--- config.mk ---
export PLATFORM = sky130hd
export DESIGN_NAME = uart_tx_fifo
export DESIGN_NICKNAME = d
export VERILOG_FILES = /design/src/rtl/uart_tx_fifo.sv
export SDC_FILE = /design/constraint.sdc
export NUM_CORES = 1
export LEC_CHECK = 0
export CELL_PAD_IN_SITES_DETAIL_PLACEMENT = 0
export CELL_PAD_IN_SITES_GLOBAL_PLACEMENT = 1
export CORE_ASPECT_RATIO = 1.5
export CORE_MARGIN = 2
export CORE_UTILIZATION = 49
export CTS_CLUSTER_DIAMETER = 150
export DETAILED_ROUTE_END_ITERATION = 8
export PLACE_DENSITY_LB_ADDON = 0.1
export SYNTH_ARGS = -nofsm -noshare
export SYNTH_HDL_FRONTEND = slang
export SYNTH_SLANG_ARGS = --single-unit
--- constraint.sdc ---
create_clock -name clk -period 2.74 [get_ports clk]
set_input_delay 0.548 -clock clk [delete_from_list [all_inputs] [get_ports clk]]
set_output_delay 0.548 -clock clk [all_outputs]
set_load 0.01 [all_outputs]
--- src/rtl/uart_tx_fifo.sv ---
// UART transmitter with baud divider and write FIFO; frames run back-to-back.
// Define UART_TX_PARITY_EN to insert a parity bit (even, or odd with PARITY_ODD=1).
module uart_tx_fifo #(
    parameter int CLKS_PER_BIT = 434,
    parameter int DATA_BITS    = 8,
    parameter int STOP_BITS    = 1,
    parameter int FIFO_DEPTH   = 4,
    parameter int PARITY_ODD   = 0
) (
    input  logic                             clk,
    input  logic                             rst,
    input  logic [DATA_BITS-1:0]             txbyte,
    input  logic                             senddata,
    output logic                             ready,
    output logic                             tx,
    output logic                             txdone,
    output logic                             busy,
    output logic [$clog2(FIFO_DEPTH+1)-1:0]  fifo_count
);

    localparam int CW = $clog2(FIFO_DEPTH + 1);
    localparam int PW = $clog2(FIFO_DEPTH);
    localparam int BW = $clog2(CLKS_PER_BIT);

    localparam logic [BW-1:0] BAUD_LAST = BW'(CLKS_PER_BIT - 1);
    localparam logic [2:0]    DATA_LAST = 3'(DATA_BITS - 1);
    localparam logic [2:0]    STOP_LAST = 3'(STOP_BITS - 1);
    localparam logic [CW-1:0] DEPTH     = CW'(FIFO_DEPTH);

`ifdef UART_TX_PARITY_EN
    typedef enum logic [2:0] {IDLE, START, DATA, PARITY, STOP} state_t;
`else
    typedef enum logic [2:0] {IDLE, START, DATA, STOP} state_t;
`endif

    state_t                 state;
    logic [BW-1:0]          baud_cnt;
    logic [2:0]             bit_cnt;
    logic [DATA_BITS-1:0]   shreg;
`ifdef UART_TX_PARITY_EN
    logic                   par;
`endif

    logic [DATA_BITS-1:0]   mem [FIFO_DEPTH];
    logic [PW-1:0]          wr_ptr;
    logic [PW-1:0]          rd_ptr;
    logic                   push;
    logic                   pop;
    logic                   empty;
    logic                   bit_end;
    logic                   frame_end;

    assign ready     = fifo_count < DEPTH;
    assign push      = senddata && ready;
    assign empty     = fifo_count == '0;
    assign bit_end   = baud_cnt == BAUD_LAST;
    assign frame_end = (state == STOP) && bit_end && (bit_cnt == STOP_LAST);
    // The FSM only takes a byte when it is idle or closing a frame.
    assign pop       = !empty && ((state == IDLE) || frame_end);
    assign busy      = (state != IDLE) || !empty;

    always_ff @(posedge clk) begin
        if (push)
            mem[wr_ptr] <= txbyte;
    end

    always_ff @(posedge clk or posedge rst) begin
        if (rst) begin
            wr_ptr     <= '0;
            rd_ptr     <= '0;
            fifo_count <= '0;
        end else begin
            if (push)
                wr_ptr <= wr_ptr + 1'b1;
            if (pop)
                rd_ptr <= rd_ptr + 1'b1;
            unique case ({push, pop})
                2'b10:   fifo_count <= fifo_count + 1'b1;
                2'b01:   fifo_count <= fifo_count - 1'b1;
                default: fifo_count <= fifo_count;
            endcase
        end
    end

    always_ff @(posedge clk or posedge rst) begin
        if (rst) begin
            state    <= IDLE;
            tx       <= 1'b1;
            txdone   <= 1'b0;
            baud_cnt <= '0;
            bit_cnt  <= '0;
            shreg    <= '0;
`ifdef UART_TX_PARITY_EN
            par      <= 1'b0;
`endif
        end else begin
            txdone <= 1'b0;
            if (state == IDLE || bit_end)
                baud_cnt <= '0;
            else
                baud_cnt <= baud_cnt + 1'b1;

            unique case (state)
                IDLE: begin
                    tx <= 1'b1;
                    if (pop) begin
                        shreg   <= mem[rd_ptr];
`ifdef UART_TX_PARITY_EN
                        par     <= (^mem[rd_ptr]) ^ 1'(PARITY_ODD);
`endif
                        bit_cnt <= '0;
                        tx      <= 1'b0;
                        state   <= START;
                    end
                end
                START: begin
                    if (bit_end) begin
                        tx      <= shreg[0];
                        shreg   <= shreg >> 1;
                        bit_cnt <= '0;
                        state   <= DATA;
                    end
                end
                DATA: begin
                    if (bit_end) begin
                        if (bit_cnt == DATA_LAST) begin
                            bit_cnt <= '0;
`ifdef UART_TX_PARITY_EN
                            tx      <= par;
                            state   <= PARITY;
`else
                            tx      <= 1'b1;
                            state   <= STOP;
`endif
                        end else begin
                            bit_cnt <= bit_cnt + 1'b1;
                            tx      <= shreg[0];
                            shreg   <= shreg >> 1;
                        end
                    end
                end
`ifdef UART_TX_PARITY_EN
                PARITY: begin
                    if (bit_end) begin
                        tx      <= 1'b1;
                        bit_cnt <= '0;
                        state   <= STOP;
                    end
                end
`endif
                STOP: begin
                    if (bit_end) begin
                        if (bit_cnt == STOP_LAST) begin
                            txdone  <= 1'b1;
                            bit_cnt <= '0;
                            // Chain straight into the next start bit when data waits.
                            if (pop) begin
                                shreg <= mem[rd_ptr];
`ifdef UART_TX_PARITY_EN
                                par   <= (^mem[rd_ptr]) ^ 1'(PARITY_ODD);
`endif
                                tx    <= 1'b0;
                                state <= START;
                            end else begin
                                state <= IDLE;
                            end
                        end else begin
                            bit_cnt <= bit_cnt + 1'b1;
                        end
                    end
                end
                default: begin
                    tx    <= 1'b1;
                    state <= IDLE;
                end
            endcase
        end
    end

endmodule

# Yosys cells after proc, flatten, opt, wreduce, memory -nomap -nowiden
# Memories as Yosys holds them, arrays and structs flattened.
# Index checks and enable logic that the tools add are counted.
word_totals:
  register_bits: 32
  ram_bits: 32
  wordCells: 87
  mem_count: 1
memory_table:
  columns: ["name", "words", "word_bits", "read_ports", "rd_clocked_by_memory_dff", "write_ports", "line", "source"]
  rows:
  - ["mem", 4, 8, 1, 0, 1, "44", "logic [DATA_BITS-1:0] mem [FIFO_DEPTH];"]
classes:
  addsub: 6
  n_lt_le_gt_ge: 1
  n_eq_ne: 15
  muxes: 37
  reduce_logical: 18
ops:
  columns: ["operator", "count"]
  rows:
  - ["$mux 8", 6]
  - ["$mux 3", 12]
  - ["$pmux 8 s4", 1]
  - ["$pmux 3 s4", 2]
  - ["$ne 2x2->1 const B", 7]
  - ["$mux 1", 13]
  - ["$reduce_and 6->1", 2]
  - ["$reduce_and 5->1", 2]
  - ["$add 9x1->9 const B", 1]
  - ["$eq 9x9->1 const B", 1]
  - ["$logic_not 3->1", 3]
  - ["$mux 9", 1]
  - ["$add 3x1->3 const B", 2]
  - ["$eq 3x2->1 const B", 2]
  - ["$pmux 3 s2", 1]
  - ["$add 2x1->2 const B", 2]
  - ["$logic_and 1x1->1", 4]
  - ["$pmux 1 s4", 1]
  - ["$reduce_bool 4->1", 1]
  - ["$eq 3x1->1 const B", 1]
  - ["$eq 3x3->1 const B", 1]
  - ["$logic_or 1x1->1", 3]
  - ["$lt 3x3->1 const B", 1]
  - ["$reduce_bool 3->1", 1]
  - ["6 further kinds", 6]

# Logic depth before layout (Yosys ltp)
depth:
  word_depth: 9
  depth_mapped: 12
  mapped_depth_nobuf: 11

# Least setup slack after synthesis
# No wires, ideal clock.
synth_path:
  path_kind: "reg2reg"
  startpoint: "register bit_cnt[0]"
  endpoint: "register fifo_count[2]"
  setup_time_ps: 80
  t_arrival_ps: 2311
  t_required_ps: 2660
  slack_ps: 349
  stages_incl_launch_ff: 13
  path_cell_list: "dfrtp_1 inv_1 ha_1 or2b_2 nor3b_1 a22o_1 buf_6 ha_1 inv_1 fa_1 xor2_1 nor2_1 xnor2_1"
synth_via:
  elab_chain_len: 6
  elab_cells_between_ends: 8
  classes_between: "eq/ne (2); mux (1); reduce/logical (5)"
synth_rtl:
  columns: ["element", "line", "source"]
  rows:
  - ["start: declaration", "38", "logic [2:0] bit_cnt;"]
  - ["start signal: assignment", "136", "bit_cnt <= bit_cnt + 1'b1;"]
  - ["start signal: assignment", "168", "bit_cnt <= bit_cnt + 1'b1;"]
  - ["$logic_not 3->1 *", "57", "assign frame_end = (state == STOP) && bit_end && (bit_cnt == STOP_LAST);"]
  - ["$logic_and 1x1->1 *", "57", null]
  - ["$logic_or 1x1->1 *", "59", "assign pop = !empty && ((state == IDLE) || frame_end);"]
  - ["$logic_and 1x1->1 *", "59", null]
  - ["named net pop", "48", "logic pop;"]
  - ["$eq 2x1->1 or $eq 2x2->1 (tied branches)", "77", "unique case ({push, pop})"]
  - ["$pmux 3 s2 or $reduce_bool 2->1 (tied branches)", null, null]
  - ["end signal: assignment", "78", "2'b10: fifo_count <= fifo_count + 1'b1;"]
  - ["end signal: assignment", "79", "2'b01: fifo_count <= fifo_count - 1'b1;"]
  - ["end signal: assignment", "80", "default: fifo_count <= fifo_count;"]
  - ["end: declaration", "18", "output logic [$clog2(FIFO_DEPTH+1)-1:0] fifo_count"]
# The timed path passes the listed nets; every way through them passes the cells marked *.
# A chain may end at the register's enable or synchronous reset.

# Worst setup path in the final report
layout_path:
  startpoint: "register bit_cnt[0]"
  endpoint: "register fifo_count[2]"
layout_via:
  elab_chain_len: 6
  elab_cells_between_ends: 8
  classes_between: "eq/ne (2); mux (1); reduce/logical (5)"
layout_rtl:
  columns: ["element", "line"]
  rows:
  - ["$logic_not 3->1 *", "57"]
  - ["$logic_and 1x1->1 *", "57"]
  - ["$logic_or 1x1->1 *", "59"]
  - ["$logic_and 1x1->1 *", "59"]
  - ["$eq 2x1->1 or $eq 2x2->1 (tied branches)", "77"]
  - ["$pmux 3 s2 or $reduce_bool 2->1 (tied branches)", null]
# Every way passes the cells marked *; elsewhere a longest branch is shown, timed or not.

==> flow_metrics.env <==
export IMPL_first_iter_violations=79
export IMPL_path_buf_inv=2
export IMPL_max_stage_delay_ps=380
export IMPL_route_detailed_drc=0
export IMPL_tns_ps=0
export IMPL_fp_dieW_um=66.9
export IMPL_dp_cells=300
export IMPL_max_freq_ghz=0.405
export IMPL_power_density_nw_per_um2=1140
export IMPL_die_y_um=98.3
export IMPL_setup_viol=0
export IMPL_numCtsBuffers=9
export IMPL_grt_use_total_pct=18.6
export IMPL_io_pins=18
export IMPL_insertion_delay_ps=340
export IMPL_antenna_left=0
export IMPL_place_area_um2=3150
export IMPL_ys_warn_count=0
export IMPL_critPathLaunchType="flop"
export IMPL_final_hold_violation_count=0
export IMPL_grt_start_max_net_pins=32
export IMPL_worst_slew_pin_slew_ps=532
export IMPL_dp_hpwl_mm=3.77
export IMPL_cts_clk_slew_worst_paths_ps=70
export IMPL_grt_pass1_wl_mm=9.03
export IMPL_worst_slack_ps=274
export IMPL_fp_row_count=34
export IMPL_clockBufferDepth=2
export IMPL_firstDrtPassIters=4
export IMPL_wire_per_inst_um=16.1
export IMPL_clock_sinks=63
export IMPL_fin_crit_ps=2470
export IMPL_syn_nets=240
export IMPL_die_area_um2=6570
export IMPL_core_um2=5740
export IMPL_synthSimpleGateAreaFrac_pct=10.4
export IMPL_hold_class="reg2reg"
export IMPL_hold_buffers=0
export IMPL_layout_commonest_cell="edfxtp_1"
export IMPL_synth_top_family_by_area="simple AND/OR/NAND/NOR gates"
export IMPL_cp_end_kind="flop"
export IMPL_synth_xor_area_share_pct=3.62
export IMPL_post_cts_buffers=0
export IMPL_grt_antenna_before_repair=0
export IMPL_maxSlewHeadroom_pct=64.6
export IMPL_synth_compound_area_share_pct=8.32
export IMPL_port_buffers=17
export IMPL_mostFrequentLayoutCells="edfxtp_1, dfrtp_1, nor2_1"
export IMPL_worstPathRequired_ps=3000
export IMPL_route_vias_total=1728
export IMPL_synth_avg_cell_area_um2=13.6
export IMPL_cp_cell_sequence="inv_1, ha_1, or2b_2, nor3b_1, a22o_1, ha_1, inv_1, fa_1, xor2_1, nor2_1, xnor2_1"
export IMPL_synthArstFlopShare_pct=49.2
export IMPL_path_delay_family="adder cells"
export IMPL_slew_violations=0
export IMPL_initial_core_util_pct=50.6
export IMPL_area_growth_pct=16.1
export IMPL_pre_cts_ws_ps=292
export IMPL_synth_top_area_cell="edfxtp_1"
export IMPL_layout_cells_non_filler=316
export IMPL_crit_path_top_delay_cell="dfrtp_1"
export IMPL_p_leak_nw=1.32
export IMPL_drv_cap=0
export IMPL_synth_area_um2=2900
export IMPL_synthFlopType="edfxtp_1"
export IMPL_cts_tree="done"
export IMPL_vias_per_cell=5.47
export IMPL_ir_drop_mv=0.513
export IMPL_diodes=0
export IMPL_rsz0062_at_grt="no"
export IMPL_ys_ff_latch=63
export IMPL_skew_ps=9.77
export IMPL_utilization_pct=58.7
export IMPL_crit_fanout=4
export IMPL_ys_types=45
export IMPL_status="finished, final reports clean"
export IMPL_crit_arrival_ps=2730
export IMPL_post_route_period_util_pct=90.0
export IMPL_ys_seq_area_share_pct=59.8
export IMPL_crit_type="reg2reg"
export IMPL_cts_resized=0
export IMPL_nets=265
export IMPL_power_total_mw=3.85
export IMPL_synth_cells=214
export IMPL_drive_above_1_share_pct=13.9
export IMPL_synth_fa_ha_area_share_pct=6.72
export IMPL_stdcell_area_um2=3370
export IMPL_clockRootBuffer="clkbuf_8"
export IMPL_grt_pass1_vias=1869
export IMPL_synthTopCellsByArea="edfxtp_1, dfrtp_1, ha_1, mux4_2, mux4_1"
export IMPL_muxShareOfSynthArea_pct=7.67
export IMPL_holdWs_ps=500
export IMPL_place_gp_congestion=0.759
export IMPL_wl_mm=5.08
export IMPL_synth_edf_count=32
export IMPL_htreeDepth=3
export IMPL_gr_total_overflow=0
export IMPL_synth_top_area_share_pct=33.1
## registers in the layout, indices dropped and copies added, names as in the netlist
| register | flops |
|---|---|
| shreg | 8 |
| baud_cnt | 9 |
| txdone | 1 |
| rd_ptr | 2 |
| bit_cnt | 3 |
| tx | 1 |
| mem | 32 |
| state | 2 |
| wr_ptr | 2 |
| fifo_count | 3 |
## logic make-up (layout without fill, tap and decap cells)
family / count (synthesis) / count (layout)
flip-flops: 63 / 63
AND/OR/NAND/NOR: 57 / 57
AO/OA/AOI/OAI: 34 / 34
buffers and inverters: 22 / 52
adder cells (fa/ha/maj): 15 / 15
XOR/XNOR: 12 / 12
multiplexers: 11 / 11
## report_power, final
group / switching [mW] / internal [mW] / leakage (nW)
clock: 0.369 / 0.513 / 0.110
sequential: 0.201 / 1.26 / 0.671
combinational: 0.777 / 0.731 / 0.542
## worst paths after layout
path,end,depth (start not counted),start,slack [ps]
max,fifo_count[2],11,bit_cnt[0],270
min,baud_cnt[0],1,baud_cnt[0],500
max reg2reg,fifo_count[2],11,bit_cnt[0],270
min reg2reg,baud_cnt[0],1,baud_cnt[0],500
max in group asynchronous,tx,3,rst,1800
min in group asynchronous,fifo_count[0],3,rst,600
## cell usage after synthesis, drive strengths merged, types with 3 or more instances
library cell	number
o21ai	9
inv	14
nand2b	3
and2	4
buf	3
mux4	8
o21a	3
edfxtp	32
nor2	18
clkbuf	4
a21oi	5
nand2	10
nor3	3
a2bb2oi	7
xor2	5
o2bb2ai	3
o22ai	3
xnor2	7
dfrtp	30
nand3	6
ha	14
## per-layer routing
| metal | global-route usage (%) | wire [um] |
|---|---|---|
| met2 | 32.9 | 2830 |
| met3 | 3.46 | 128 |
| met5 | 0 | 0 |
| met1 | 20.7 | 2020 |
| met4 | 9.42 | 106 |
## layout make-up
class / count / area (um^2)
Clock buffer: 9 / 124
Clock inverter: 7 / 95.1
Fill cell: 478 / 2370
Inverter: 15 / 56.3
Multi-Input combinational cell: 129 / 1070
Sequential cell: 63 / 1740
Tap cell: 72 / 90.1
Timing Repair Buffer: 21 / 200
(Power assumes the default switching activity.)
